==> src/rtl/display_mode_ctrl.sv <==
// Display-mode selector: two debounced pushbuttons step through three data views
// and a blank view, with an optional idle auto-blank that restores the last view.
module display_mode_ctrl #(
    parameter int unsigned DEBOUNCE_CYCLES     = 1000000,
    parameter logic [31:0] IDLE_TIMEOUT_CYCLES = 32'd3000000000
) (
    input  logic       clk,
    input  logic       reset,
    input  logic       btn_next,
    input  logic       btn_blank,
    input  logic       timeout_en,
    output logic [1:0] mode,
    output logic       blanked,
    output logic       mode_changed
);

    localparam logic [23:0] DB_LAST   = 24'(DEBOUNCE_CYCLES - 1);
    localparam logic [31:0] IDLE_LAST = IDLE_TIMEOUT_CYCLES - 32'd1;
    localparam logic [1:0]  MODE_BLANK = 2'd3;

    typedef enum logic {
        SHOW  = 1'b0,
        BLANK = 1'b1
    } state_t;

    state_t      state;
    logic [1:0]  last_mode;
    logic [1:0]  raw;
    logic [1:0]  sync_p0;
    logic [1:0]  sync_p1;
    logic [1:0]  db_level;
    logic [1:0]  press;
    logic [31:0] idle_cnt;
    logic        next_evt;
    logic        blank_evt;
    logic        any_evt;
    logic        timeout_hit;

    function automatic logic [31:0] idle_sat_inc(input logic [31:0] value);
        return (value >= IDLE_LAST) ? IDLE_LAST : value + 32'd1;
    endfunction

    function automatic logic [1:0] next_view(input logic [1:0] view);
        return (view >= 2'd2) ? 2'd0 : view + 2'd1;
    endfunction

    assign raw = {btn_blank, btn_next};

    // Stage boundary: two-flop synchronizer on the raw buttons
    always_ff @(posedge clk or posedge reset) begin
        if (reset) begin
            sync_p0 <= '0;
            sync_p1 <= '0;
        end else begin
            sync_p0 <= raw;
            sync_p1 <= sync_p0;
        end
    end

    // Stage boundary: per-button debounce; press pulses on the accepted rising level
    for (genvar g = 0; g < 2; g++) begin : g_btn
        logic [23:0] db_cnt;

        always_ff @(posedge clk or posedge reset) begin
            if (reset) begin
                db_cnt      <= '0;
                db_level[g] <= 1'b0;
                press[g]    <= 1'b0;
            end else begin
                press[g] <= 1'b0;
                if (sync_p1[g] == db_level[g]) begin
                    db_cnt <= '0;
                end else if (db_cnt == DB_LAST) begin
                    db_cnt      <= '0;
                    db_level[g] <= sync_p1[g];
                    press[g]    <= sync_p1[g];
                end else begin
                    db_cnt <= db_cnt + 24'd1;
                end
            end
        end
    end

    assign next_evt    = press[0];
    assign blank_evt   = press[1];
    assign any_evt     = next_evt | blank_evt;
    assign timeout_hit = (state == SHOW) && timeout_en && (idle_cnt == IDLE_LAST) && !any_evt;

    // Stage boundary: idle counter, held at zero whenever blanking cannot apply
    always_ff @(posedge clk or posedge reset) begin
        if (reset) begin
            idle_cnt <= '0;
        end else if (any_evt || (state == BLANK) || !timeout_en) begin
            idle_cnt <= '0;
        end else begin
            idle_cnt <= idle_sat_inc(idle_cnt);
        end
    end

    // Stage boundary: mode FSM; a blank press outranks next, and any press outranks timeout
    always_ff @(posedge clk or posedge reset) begin
        if (reset) begin
            state        <= SHOW;
            mode         <= 2'd0;
            last_mode    <= 2'd0;
            blanked      <= 1'b0;
            mode_changed <= 1'b0;
        end else begin
            mode_changed <= 1'b0;
            case (state)
                SHOW: begin
                    if (blank_evt || timeout_hit) begin
                        last_mode    <= mode;
                        mode         <= MODE_BLANK;
                        blanked      <= 1'b1;
                        state        <= BLANK;
                        mode_changed <= 1'b1;
                    end else if (next_evt) begin
                        mode         <= next_view(mode);
                        mode_changed <= 1'b1;
                    end
                end
                BLANK: begin
                    if (any_evt) begin
                        mode         <= last_mode;
                        blanked      <= 1'b0;
                        state        <= SHOW;
                        mode_changed <= (last_mode != mode);
                    end
                end
                default: begin
                    state   <= SHOW;
                    mode    <= 2'd0;
                    blanked <= 1'b0;
                end
            endcase
        end
    end

endmodule
==> config.mk <==
export PLATFORM = sky130hd
export DESIGN_NAME = display_mode_ctrl
export DESIGN_NICKNAME = d
export VERILOG_FILES = /design/src/rtl/display_mode_ctrl.sv
export SDC_FILE = /design/constraint.sdc
export NUM_CORES = 1
export LEC_CHECK = 0
export CAP_MARGIN = 25
export CORE_MARGIN = 4
export CORE_UTILIZATION = 30
export CTS_CLUSTER_DIAMETER = 80
export DETAILED_ROUTE_END_ITERATION = 10
export SYNTH_ARGS = -nofsm -noshare
export SYNTH_HDL_FRONTEND = slang
export SYNTH_SLANG_ARGS = --single-unit
==> constraint.sdc <==
create_clock -name clk -period 4 [get_ports clk]
set_input_delay 0.8 -clock clk [delete_from_list [all_inputs] [get_ports clk]]
set_output_delay 0.8 -clock clk [all_outputs]
set_load 0.01 [all_outputs]
# After elaboration in Yosys (flattened, before gate mapping)
# Cells that the tools add are included.
[word_totals] regBits=95 in_bits=5 out_inout_bits=4 word_cells=71
[classes] add_sub_neg=4 order_cmp=2 eq_ne=9 muxes=25 bitwise=4 reduce_logical=13
[op_table] cell="$mux 24" n=4
[op_table] cell="$mux 32" n=2
[op_table] cell="$add 24x1->24 const B" n=2
[op_table] cell="$eq 24x20->1 const B" n=2
[op_table] cell="$add 32x1->32 const B" n=1
[op_table] cell="$eq 32x32->1 const B" n=1
[op_table] cell="$ge 32x32->1 const B" n=1
[op_table] cell="$mux 1" n=11
[op_table] cell="$reduce_and 2->1" n=5
[op_table] cell="$mux 2" n=4
[op_table] cell="$pmux 1 s2" n=3
[op_table] cell="$ne 2x1->1 const B" n=2
[op_table] cell="$pmux 2 s2" n=1
[op_table] cell="$logic_and 1x1->1" n=3
[op_table] cell="$logic_or 1x1->1" n=3
[op_table] cell="$ne 3x2->1 const B" n=1
[op_table] cell="$not 1->1" n=3
[op_table] cell="$add 2x1->2 const B" n=1
[op_table] cell="$eq 1x1->1" n=2
[op_table] cell="$ge 2x2->1 const B" n=1
[op_table] cell="$logic_not 1->1" n=2
[op_table] cell="$ne 2x2->1" n=1
[op_table] cell="$or 1x1->1" n=1

# Longest topological paths before layout
# Gate-level depths: netlist of run 1.
[depth] depth_word=7 depth_mapped=7 depth_no_buf=6

# Worst setup path before layout of run 1
# Ideal clock, no wire load.
[synth_path] path_kind="input -> register" from="input timeout_en" to="register last_mode[0]" setup_time_ns=0.128 t_arrival_ns=2.125 path_slack_ns=1.748 stages=5 n_path_buf=0 path_cell_list="or4b_1 nor2_1 a41oi_2 nor2_4 mux2_1"
[synth_between] elab_chain_len=5
[synth_lines] element="start, declared" line_no="11" source="input logic timeout_en,"
[synth_lines] element="$logic_and 1x1->1 (3 in series)" line_no="87" source="assign timeout_hit = (state == SHOW) && timeout_en && (idle_cnt == IDLE_LAST) && !any_evt;"
[synth_lines] element="$logic_or 1x1->1" line_no="112" source="if (blank_evt || timeout_hit) begin"
[synth_lines] element="$reduce_and 2->1 (no source line)"
[synth_lines] element="end signal, assigned" line_no="113" source="last_mode <= mode;"
[synth_lines] element="end, declared" line_no="27" source="logic [1:0] last_mode;"
# Every way passes these cells.
# A chain may end at the register's enable or synchronous reset.

# Worst setup path after layout of run 1
[layout_path] from="input timeout_en" to="register last_mode[1]"
# Same word-level chain as after synthesis.

==> summary.md, run 1 <==
| Metric | Value |
|---|---|
| Status | `finished, final reports clean` |
| Worst R2R Setup Slack | `1.68 ns` |
| Post-synth cell types | `50` |
| Flops & latches, synth | `95` |
| CP max FO | `31` |
| Vias per cell | `4.82` |
| Gr ovfl total | `0` |
| Synth async-reset ratio | `1.00` |
| Global Route Usage Sum | `0.103` |
| Max-cap viol count | `0` |
| HPWL after detailed placement | `5970 um` |
| Setup crit start kind | `primary input` |
| Final hold vios | `0` |
| Most frequent cells in the layout | `95 x dfrtp_1, 72 x nor2_1, 52 x xor2_1` |
| Io pins | `9` |
| Fraction of layout cells with a size suffix above 1 | `0.0826` |
| Period Utilization, post-route | `0.660` |
| Mapped Nets | `479` |
| Setup TNS Final | `0 ns` |
| NumNets Final | `487` |
| Mux contribution to synthesized area | `0.0116` |
| WL per Instance | `12.4 um` |
| Final instance area | `5370 um^2` |
| H-tree depth | `3` |
| Post-cts resize count | `0` |
| VDD IR max | `0.298 mV` |
| CTS tree | `done` |
| Initial Util | `0.310` |
| Die Area | `18000 um^2` |
| Hold-critical path endpoint | `sync_p1[0]$_DFF_PP0_` |
| Setup Skew | `0.00730 ns` |
| Share of the synthesized area in the top cell type | `0.499` |
| CTS Buf Count | `9` |
| Synth area leaders | `dfrtp_1 50%, xor2_1 9.6%, nor2_1 5.7%` |
| Cell accounting for the most synthesized area | `dfrtp_1` |
| Simple-gate share of the synthesized area | `0.273` |
| Antenna diodes | `0` |
| Largest net degree at the start of global routing | `84` |
| Synth Area in Adders | `0.00788` |
| WHS Path Cells | `0` |
| Ys flop type | `dfrtp_1` |
| P_leak | `2.19 nW` |
| Die height | `134 um` |
| Crit. Startpoint | `timeout_en` |
| Gpl congestion | `0.800` |
| Synthesized cell area | `4760 um^2` |
| Relative slew slack | `0.495` |
| Vias in the first global route | `3382` |
| Critical R2R Launch | `state$_DFF_PP0_` |
| R2R cell count | `6` |
| Detail Route Antenna Nets | `0` |
| Post-Syn Instances | `471` |
| Commonest non-fill, non-tap cell in the layout | `dfrtp_1` |
| Worst-Skew Late Latency | `0.34 ns` |
| Crit path time final | `2.64 ns` |
| Postcts setup bufs | `0` |
| Yosys Warn Count | `0` |
| Port-buffer cells | `8` |
| Critical path's slowest cell | `clkdlybuf4s50_1` |
| RSZ-0062 raised after global routing | `false` |
| Critical setup path kind | `in2reg` |
| CTS sink count | `95` |
| Worst setup EP type | `flop` |
| Clock buffer depth | `2` |
| Final setup violating endpoints | `0` |
| Core area | `15400 um^2` |
| Critical path's largest stage delay | `0.45 ns` |
| First-pass GRT wire length | `15800 um` |
| Drt total wl | `8610 um` |
| Num rows | `45` |
| Syn-to-layout area delta | `12.7%` |
| Mean Syn Cell Area | `10.1 um^2` |
| Required @ worst endpoint | `4.22 ns` |
| Largest family of logic cells by synthesized area | `simple AND/OR/NAND/NOR gates` |
| Vias | `3349` |
| Max Transition Viols Final | `0` |
| Post-synthesis compound-gate area fraction | `0.0586` |
| CTS Root Cell | `clkbuf_16` |
| Worst Tran Pin Value | `0.757 ns` |
| Synth Area in XOR/XNOR | `0.129` |
| DR pass1 iterations | `6` |
| Initial antenna violation count | `0` |
| Die Span X | `134 um` |
| Iter 0 DRT Violations | `189` |
| CTS Hold Buffers Added | `0` |
| CP arrival | `2.86 ns` |
| Reg2reg end | `last_mode[1]$_DFFE_PP0P_` |
| Worst-path clk slew | `0.07 ns` |
| HP Class | `reg2reg` |
| Post-synth EDFFs | `0` |
| Hold_sp | `sync_p0[0]$_DFF_PP0_` |
| Cell Chain, Critical Path | `clkdlybuf4s50_1 > or4b_1 > buf_4 > nor2_1 > a41oi_2 > nor2_4 > mux2_1` |
| Pwr Density | `346 nW/um^2` |
| Remaining DRCs | `0` |
| Fmax | `379 MHz` |
| Register area share after synthesis | `0.499` |
| Post-DP Area | `5050 um^2` |
[cell usage after synthesis, drive strengths merged, types with 2 or more instances]
| master | number |
|---|---|
| dfrtp | 95 |
| a31oi | 3 |
| nor4 | 16 |
| xor2 | 52 |
| or3 | 3 |
| o21ai | 5 |
| nor3 | 4 |
| mux2 | 4 |
| or2 | 4 |
| xnor2 | 18 |
| nor3b | 9 |
| and4 | 2 |
| nor4b | 4 |
| clkbuf | 6 |
| nand2 | 30 |
| and3 | 10 |
| nand3 | 33 |
| a21o | 3 |
| nand2b | 2 |
| a21oi | 21 |
| a22oi | 2 |
| inv | 7 |
| and2 | 2 |
| or4b | 2 |
| or4 | 3 |
| nand4 | 28 |
| nor2b | 6 |
| nor2 | 74 |
| buf | 8 |
| ha | 3 |
[flip-flops by register name, summed over array words and instances, names as in the netlist]
register      cells
mode              2
sync_p1           2
db_level          2
last_mode         2
g_btn.db_cnt     48
state             1
sync_p0           2
mode_changed      1
next_evt          1
blank_evt         1
blanked           1
idle_cnt         32
[per-layer routing]
layer / routed length (um) / track usage
met1: 4190 / 0.138
met2: 4140 / 0.171
met3: 198 / 0.0240
met4: 81 / 0.0246
met5: 0 / 0
[critical path, delay by kind of cell]
| family | cells | cell delay, ns |
|---|---|---|
| muxes | 1 | 0.33 |
| and+or+nand+nor | 3 | 0.78 |
| buffers and inverters | 2 | 0.69 |
| AOI/OAI and AO/OA | 1 | 0.25 |
[where the power goes]
part / switching, mW / total (mW) / leakage (nW) / internal [mW]
registers: 0.00967 / 0.979 / 1.31 / 0.970
clock network: 0.374 / 0.822 / 0.141 / 0.447
logic: 0.0400 / 0.0579 / 0.734 / 0.0179
[how the worst max path moves through the flow]
stage | end | slack [ns] | depth (start not counted)
global route | last_mode[1]$_DFFE_PP0P_ | 1.22 | 7
finish | last_mode[1]$_DFFE_PP0P_ | 1.36 | 7
detailed placement | last_mode[1]$_DFFE_PP0P_ | 0.98 | 7
global placement | last_mode[0]$_DFFE_PP0P_ | 1.01 | 7
CTS | last_mode[1]$_DFFE_PP0P_ | 1.35 | 7
floorplan | blank_evt$_DFF_PP0_ | 0.72 | 1
[cell type report]
cell class | instances | area, um^2
Clock buffer | 10 | 239
Clock inverter | 6 | 50.0
Sequential cell | 95 | 2380
Multi-Input combinational cell | 355 | 2290
Inverter | 7 | 28.8
Timing Repair Buffer | 11 | 123
Fill cell | 1549 | 10000
Tap cell | 211 | 264
[metrics by stage]
step	power (mW)	hold slack, ns	worst slack [ns]	util	cells
after floorplan	1.04	0.331	0.723	-	471
after detailed placement	1.05	0.337	0.981	0.329	678
after CTS	1.89	0.353	1.35	0.347	694
after global routing	1.94	0.356	1.22	0.349	695
final	1.86	0.350	1.36	0.349	695
after global placement	1.05	0.337	1.01	0.329	678
[logic make-up after synthesis]
family / count (synthesis)
mux: 5
xor+xnor: 70
simple gates: 234
flops: 95
compound gates: 43
buf+inv: 21
fa+ha+maj: 3
(Power assumes the default switching activity.)
==> inputs of run 2 (changes only) <==
==> constraint.sdc (replaced) <==
create_clock -name clk -period 2.4 [get_ports clk]
set_input_delay 0.48 -clock clk [delete_from_list [all_inputs] [get_ports clk]]
set_output_delay 0.48 -clock clk [all_outputs]
set_load 0.01 [all_outputs]
==> summary.md, run 2 (synthesized netlist as in run 1, its figures left out) <==
| Metric | Value |
|---|---|
| Iter 0 DRT Violations | `175 (-7.4%)` |
| Cell Count, Final, Fillers Out | `700 (+0.72%)` |
| Remaining DRCs | `0 (unchanged)` |
| Fmax | `466 MHz` |
| Postcts setup bufs | `0 (unchanged)` |
| NumNets Final | `492 (+1.0%)` |
| VDD IR max | `0.389 mV (+31%)` |
| RSZ-0062 raised after global routing | `false` |
| Final hold vios | `0 (unchanged)` |
| Largest net degree at the start of global routing | `70 (-17%)` |
| HPWL after detailed placement | `6220 um (+4.2%)` |
| CTS Hold Buffers Added | `0 (unchanged)` |
| HP Class | `reg2reg` |
| CTS tree | `done` |
| Status | `finished, final reports clean` |
| Worst-path clk slew | `0.07 ns (about the same)` |
| Port-buffer cells | `8 (unchanged)` |
| Required @ worst endpoint | `2.62 ns (-1.60 ns)` |
| Setup Skew | `0.00663 ns (-0.000674 ns)` |
| Cell Chain, Critical Path | `or4_4 > nor4_4 > a41oi_2 > nor2_4 > mux2_1` |
| Num rows | `45 (unchanged)` |
| Most frequent cells in the layout | `95 x dfrtp_1, 72 x nor2_1, 52 x xor2_1` |
| CP bufs+invs | `0 (-2)` |
| Most flops, register | `g_btn.db_cnt` |
| Critical path's largest stage delay | `0.56 ns (+0.11 ns)` |
| Gpl congestion | `0.769 (-3.9%)` |
| Fillers | `1517 (-2.1%)` |
| WL per Instance | `13.0 um (+4.6%)` |
| Worst Tran Pin Value | `0.677 ns (-0.0796 ns)` |
| Antenna diodes | `0 (unchanged)` |
| Global Route Usage Sum | `0.107 (+0.00386)` |
| Clock buffer depth | `2 (unchanged)` |
| H-tree depth | `3 (unchanged)` |
| Drt total wl | `9070 um (+5.4%)` |
| Worst-Skew Late Latency | `0.34 ns (about the same)` |
| Worst path top cell family by delay | `simple AND/OR/NAND/NOR gates` |
| Vias per cell | `4.88 (+1.3%)` |
| Vias in the first global route | `3401 (+0.56%)` |
| Pwr Density | `581 nW/um^2 (+68%)` |
| Initial Util | `0.310 (unchanged)` |
| Max Transition Viols Final | `0 (unchanged)` |
| Flip-flop count of the largest register after layout | `48 (unchanged)` |
| DR pass1 iterations | `4 (-2)` |
| Setup TNS Final | `0 ns (unchanged)` |
| Worst R2R Setup Slack | `0.25 ns (-1.43 ns)` |
| Die Span X | `134 um (unchanged)` |
| Worst setup EP type | `flop` |
| Hold WS | `0.369 ns (+0.0185 ns)` |
| Critical path's slowest cell | `or4_4` |
| Placed insts | `684 (+0.88%)` |
| Final setup violating endpoints | `0 (unchanged)` |
| Relative slew slack | `0.545 (+0.0493)` |
| CTS Root Cell | `clkbuf_16` |
| Commonest non-fill, non-tap cell in the layout | `dfrtp_1` |
| CTS sink count | `95 (unchanged)` |
| Core area | `15400 um^2 (unchanged)` |
| Io pins | `9 (unchanged)` |
| Critical setup path kind | `reg2reg` |
| First-pass GRT wire length | `16100 um (+2.1%)` |
| Die height | `134 um (unchanged)` |
| P_leak | `2.21 nW (+0.93%)` |
| CP arrival | `2.37 ns (-0.49 ns)` |
| Setup crit start kind | `flop` |
| Detail Route Antenna Nets | `0 (unchanged)` |
| Syn-to-layout area delta | `13.6%` |
| Biggest regs | `g_btn.db_cnt x48, idle_cnt x32` |
| Max-cap viol count | `0 (unchanged)` |
| Crit path time final | `2.15 ns` |
| CP max FO | `3 (-90%)` |
| Vias | `3417 (+2.0%)` |
| Initial antenna violation count | `0 (unchanged)` |
| Fraction of layout cells with a size suffix above 1 | `0.0920 (+0.00938)` |
| CTS Buf Count | `9 (unchanged)` |
| Period Utilization, post-route | `0.895` |
| Die Area | `18000 um^2 (unchanged)` |
| Post-cts resize count | `0 (unchanged)` |
| Gr ovfl total | `0 (unchanged)` |
run 2: changes by cell type in the layout (fill, tap and decap cells not counted), sizes merged:
cell and change:
clkinvlp +1, clkbuf -1, buf +5
run 2: worst paths after layout:
| kind | to | depth (start not counted) | from |
|---|---|---|---|
| max | last_mode[0]$_DFFE_PP0P_ | 5 | idle_cnt[18]$_DFF_PP0_ |
| min | sync_p1[1]$_DFF_PP0_ | 0 | sync_p0[1]$_DFF_PP0_ |
| max reg2reg | last_mode[0]$_DFFE_PP0P_ | 5 | idle_cnt[18]$_DFF_PP0_ |
| min reg2reg | sync_p1[1]$_DFF_PP0_ | 0 | sync_p0[1]$_DFF_PP0_ |
| max in group asynchronous | idle_cnt[10]$_DFF_PP0_ | 3 | reset |
| min in group asynchronous | g_btn[1].db_cnt[2]$_DFF_PP0_ | 2 | reset |
run 2: metal layers:
| layer | GRT usage | vias up | wire length, um |
|---|---|---|---|
| li1 | - | 1679 | - |
| met1 | 0.143 | 1687 | 4370 |
| met2 | 0.174 | 39 | 4350 |
| met3 | 0.0263 | 12 | 246 |
| met4 | 0.0314 | 0 | 108 |
| met5 | 0 | - | 0 |
run 2: layout make-up:
cell class	instances	area, um^2	share of cell area
Sequential cell	95	2380	0.439
Timing Repair Buffer	16	153	0.0282
Tap cell	211	264	0.0488
Clock inverter	7	75.1	0.0139
Clock buffer	9	225	0.0416
Multi-Input combinational cell	355	2290	0.423
Inverter	7	30.0	0.00555
run 2: where the power goes:
| group | switching (mW) | internal, mW |
|---|---|---|
| Sequential | 0.0159 | 1.62 |
| Clock | 0.675 | 0.739 |
| Combinational | 0.0674 | 0.0306 |
| Total | 0.758 | 2.39 |
run 2: stage by stage:
stage	cell area (um^2)	setup WS [ns]	power [mW]	util
global route	5410	0.0490	3.28	0.352
global placement	5110	0.0592	1.76	0.332
finish	5410	0.253	3.14	0.352
floorplan	4770	0.386	1.73	-
CTS	5410	0.239	3.20	0.352
detailed placement	5110	0.0328	1.77	0.332
==> inputs of run 3 (changes only) <==
--- a/config.mk
+++ b/config.mk
@@ -7,9 +7,10 @@
 export LEC_CHECK = 0
 export CAP_MARGIN = 25
 export CORE_MARGIN = 4
-export CORE_UTILIZATION = 30
+export CORE_UTILIZATION = 62
 export CTS_CLUSTER_DIAMETER = 80
 export DETAILED_ROUTE_END_ITERATION = 10
+export PLACE_DENSITY = 0.79
 export SYNTH_ARGS = -nofsm -noshare
 export SYNTH_HDL_FRONTEND = slang
 export SYNTH_SLANG_ARGS = --single-unit
==> constraint.sdc (replaced) <==
create_clock -name clk -period 2.3 [get_ports clk]
set_input_delay 0.46 -clock clk [delete_from_list [all_inputs] [get_ports clk]]
set_output_delay 0.46 -clock clk [all_outputs]
set_load 0.01 [all_outputs]
==> summary.md, run 3 (synthesized netlist as in run 1, its figures left out) <==
| Metric | Value |
|---|---|
| CP max FO | `7 (+4)` |
| CTS Root Cell | `clkbuf_8` |
| Placed insts | `577 (-16%)` |
| Required @ worst endpoint | `2.54 ns (-0.08 ns)` |
| Flip-flop count of the largest register after layout | `48 (unchanged)` |
| Reg2reg end | `last_mode[0]$_DFFE_PP0P_` |
| Detail Route Antenna Nets | `0 (unchanged)` |
| WL per Instance | `15.1 um (+16%)` |
| Pwr Density | `544 nW/um^2 (-6.3%)` |
| Pre-CTS setup slack | `-0.0318 ns (-0.0646 ns)` |
| Commonest non-fill, non-tap cell in the layout | `dfrtp_1` |
| Largest net degree at the start of global routing | `43 (-39%)` |
| Most flops, register | `g_btn.db_cnt` |
| Port-buffer cells | `8 (unchanged)` |
| Antenna diodes | `0 (unchanged)` |
| Crit. Startpoint | `idle_cnt[26]$_DFF_PP0_` |
| P_sw | `0.700 mW (-7.7%)` |
| Postcts setup bufs | `0 (unchanged)` |
| Global Route Usage Sum | `0.220 (+0.113)` |
| HPWL after detailed placement | `6140 um (-1.2%)` |
| Cell Count, Final, Fillers Out | `593 (-15%)` |
| Max-cap viol count | `0 (unchanged)` |
| Fin worst setup slack | `0.175 ns (-0.0779 ns)` |
| RSZ-0062 raised after global routing | `false` |
| Post-Route Utilization | `0.705 (+0.353)` |
| Remaining DRCs | `0 (unchanged)` |
| CTS tree | `done` |
| Clock Power Share | `0.360 (-0.090)` |
| Routing usage on met1 | `0.287 (+0.145)` |
| Sw Ratio | `0.247 (+0.00631)` |
| Gr ovfl total | `0 (unchanged)` |
| P_leak | `2.20 nW (-0.43%)` |
| GR Util met3 | `0.0418 (+0.0156)` |
| Initial Util | `0.646 (+0.336)` |
| Syn-to-layout area delta | `9.06%` |
| Critical R2R Launch | `idle_cnt[26]$_DFF_PP0_` |
| Vias | `3472 (+1.6%)` |
| Combinational share of power | `0.037 (+0.006)` |
| P_int | `2.13 mW (-11%)` |
| Gpl congestion | `0.830 (+8.0%)` |
| Period Utilization, post-route | `0.924 (+0.0293)` |
| Biggest regs | `g_btn.db_cnt x48, idle_cnt x32` |
| Vias in the first global route | `3477 (+2.2%)` |
| Fraction of layout cells with a size suffix above 1 | `0.101 (+0.00919)` |
| Die height | `95.7 um (-29%)` |
| Critical setup path kind | `reg2reg` |
| VDD IR max | `0.348 mV (-11%)` |
| Final setup violating endpoints | `0 (unchanged)` |
| Max Transition Viols Final | `0 (unchanged)` |
| Drt total wl | `8950 um (-1.3%)` |
| CTS sink count | `95 (unchanged)` |
| Core area | `7370 um^2 (-52%)` |
| Io pins | `9 (unchanged)` |
| Worst Tran Pin Value | `0.653 ns (-0.0247 ns)` |
| First-pass GRT wire length | `15900 um (-1.5%)` |
| Die Area | `9150 um^2 (-49%)` |
| Die Span X | `95.7 um (-29%)` |
| Iter 0 DRT Violations | `166 (-5.1%)` |
| Sequential share of power | `0.602 (+0.083)` |
| Worst-path clk slew | `0.09 ns (+0.02 ns)` |
| CP arrival | `2.37 ns (about the same)` |
| Initial antenna violation count | `0 (unchanged)` |
| CTS Buf Count | `9 (unchanged)` |
| HP Class | `reg2reg` |
| Worst-Skew Late Latency | `0.36 ns (+0.02 ns)` |
| Final hold vios | `0 (unchanged)` |
| Overall power | `2.83 mW (-10%)` |
| Setup Skew | `0.0164 ns (+0.00979 ns)` |
| Vias per cell | `5.85 (+20%)` |
| Busiest grt layer | `met2` |
| H-tree depth | `3 (unchanged)` |
| Status | `finished, final reports clean` |
| Clock buffer depth | `2 (unchanged)` |
| Num rows | `31 (-31%)` |
| Crit path time final | `2.13 ns (-0.0221 ns)` |
| DR pass1 iterations | `4 (unchanged)` |
| Setup crit start kind | `flop` |
| Global-route met2 utilization | `0.369 (+0.195)` |
| CP endpoint | `last_mode[0]$_DFFE_PP0P_` |
| NumNets Final | `497 (+1.0%)` |
| Most frequent cells in the layout | `95 x dfrtp_1, 72 x nor2_1, 52 x xor2_1` |
| Relative slew slack | `0.561 (+0.0166)` |
| Worst R2R Setup Slack | `0.17 ns (-0.08 ns)` |
| Fmax | `471 MHz (+1.0%)` |
| Worst setup EP type | `flop` |
| R2R cell count | `5 (unchanged)` |
==> run 3: what timing repair did <==
action,in CTS,in global routing
resized for setup,0,1
hold buffers,0,0
setup endpoints to repair,0,1
==> run 3: worst min-delay path by stage <==
stage	start	to	slack, ns	cells after the start
final	sync_p0[0]$_DFF_PP0_	sync_p1[0]$_DFF_PP0_	0.36	0
after global routing	sync_p0[0]$_DFF_PP0_	sync_p1[0]$_DFF_PP0_	0.37	0
after CTS	sync_p0[0]$_DFF_PP0_	sync_p1[0]$_DFF_PP0_	0.36	0
after detailed placement	sync_p0[0]$_DFF_PP0_	sync_p1[0]$_DFF_PP0_	0.34	0
after global placement	sync_p0[0]$_DFF_PP0_	sync_p1[0]$_DFF_PP0_	0.33	0
after floorplan	sync_p0[0]$_DFF_PP0_	sync_p1[0]$_DFF_PP0_	0.33	0
==> run 3: power by group through the flow <==
stage | sequential [mW] | combinational (mW) | clock, mW
final | 1.70 | 0.106 | 1.02
after global routing | 1.71 | 0.123 | 1.12
after CTS | 1.70 | 0.110 | 1.06
after detailed placement | 1.74 | 0.109 | 0
after global placement | 1.73 | 0.106 | 0
after floorplan | 1.73 | 0.0714 | 0
==> run 3: area by class of cell <==
class | count | area [um^2]
clock buffer | 9 | 124
clock inverter | 7 | 55.1
fill | 558 | 2170
inverter | 7 | 30.0
multi-input combinational | 355 | 2290
sequential | 95 | 2380
tap | 99 | 124
timing repair buffer | 21 | 190
==> run 3: critical path, cell delays in order, from the launching register on <==
cell     delay (ns)
dfrtp_1        0.45
or4b_1         0.59
nor4_4         0.28
a41oi_2        0.21
nor2_4         0.15
mux2_1         0.32
==> run 3: metrics by stage <==
| stage | instance area (um^2) | hold slack, ns | TNS (ns) |
|---|---|---|---|
| after floorplan | 4770 | 0.331 | 0 |
| after global placement | 5010 | 0.333 | -0.00489 |
| after detailed placement | 5010 | 0.337 | -0.0610 |
| after CTS | 5190 | 0.357 | 0 |
| after global routing | 5190 | 0.365 | 0 |
| final | 5190 | 0.356 | 0 |
==> run 3: routing by layer <==
metal  part of all wire  routed length (um)
met1               0.46                4140
met5                  0                   0
met3              0.025                 226
met4              0.017                 149
met2               0.49                4430
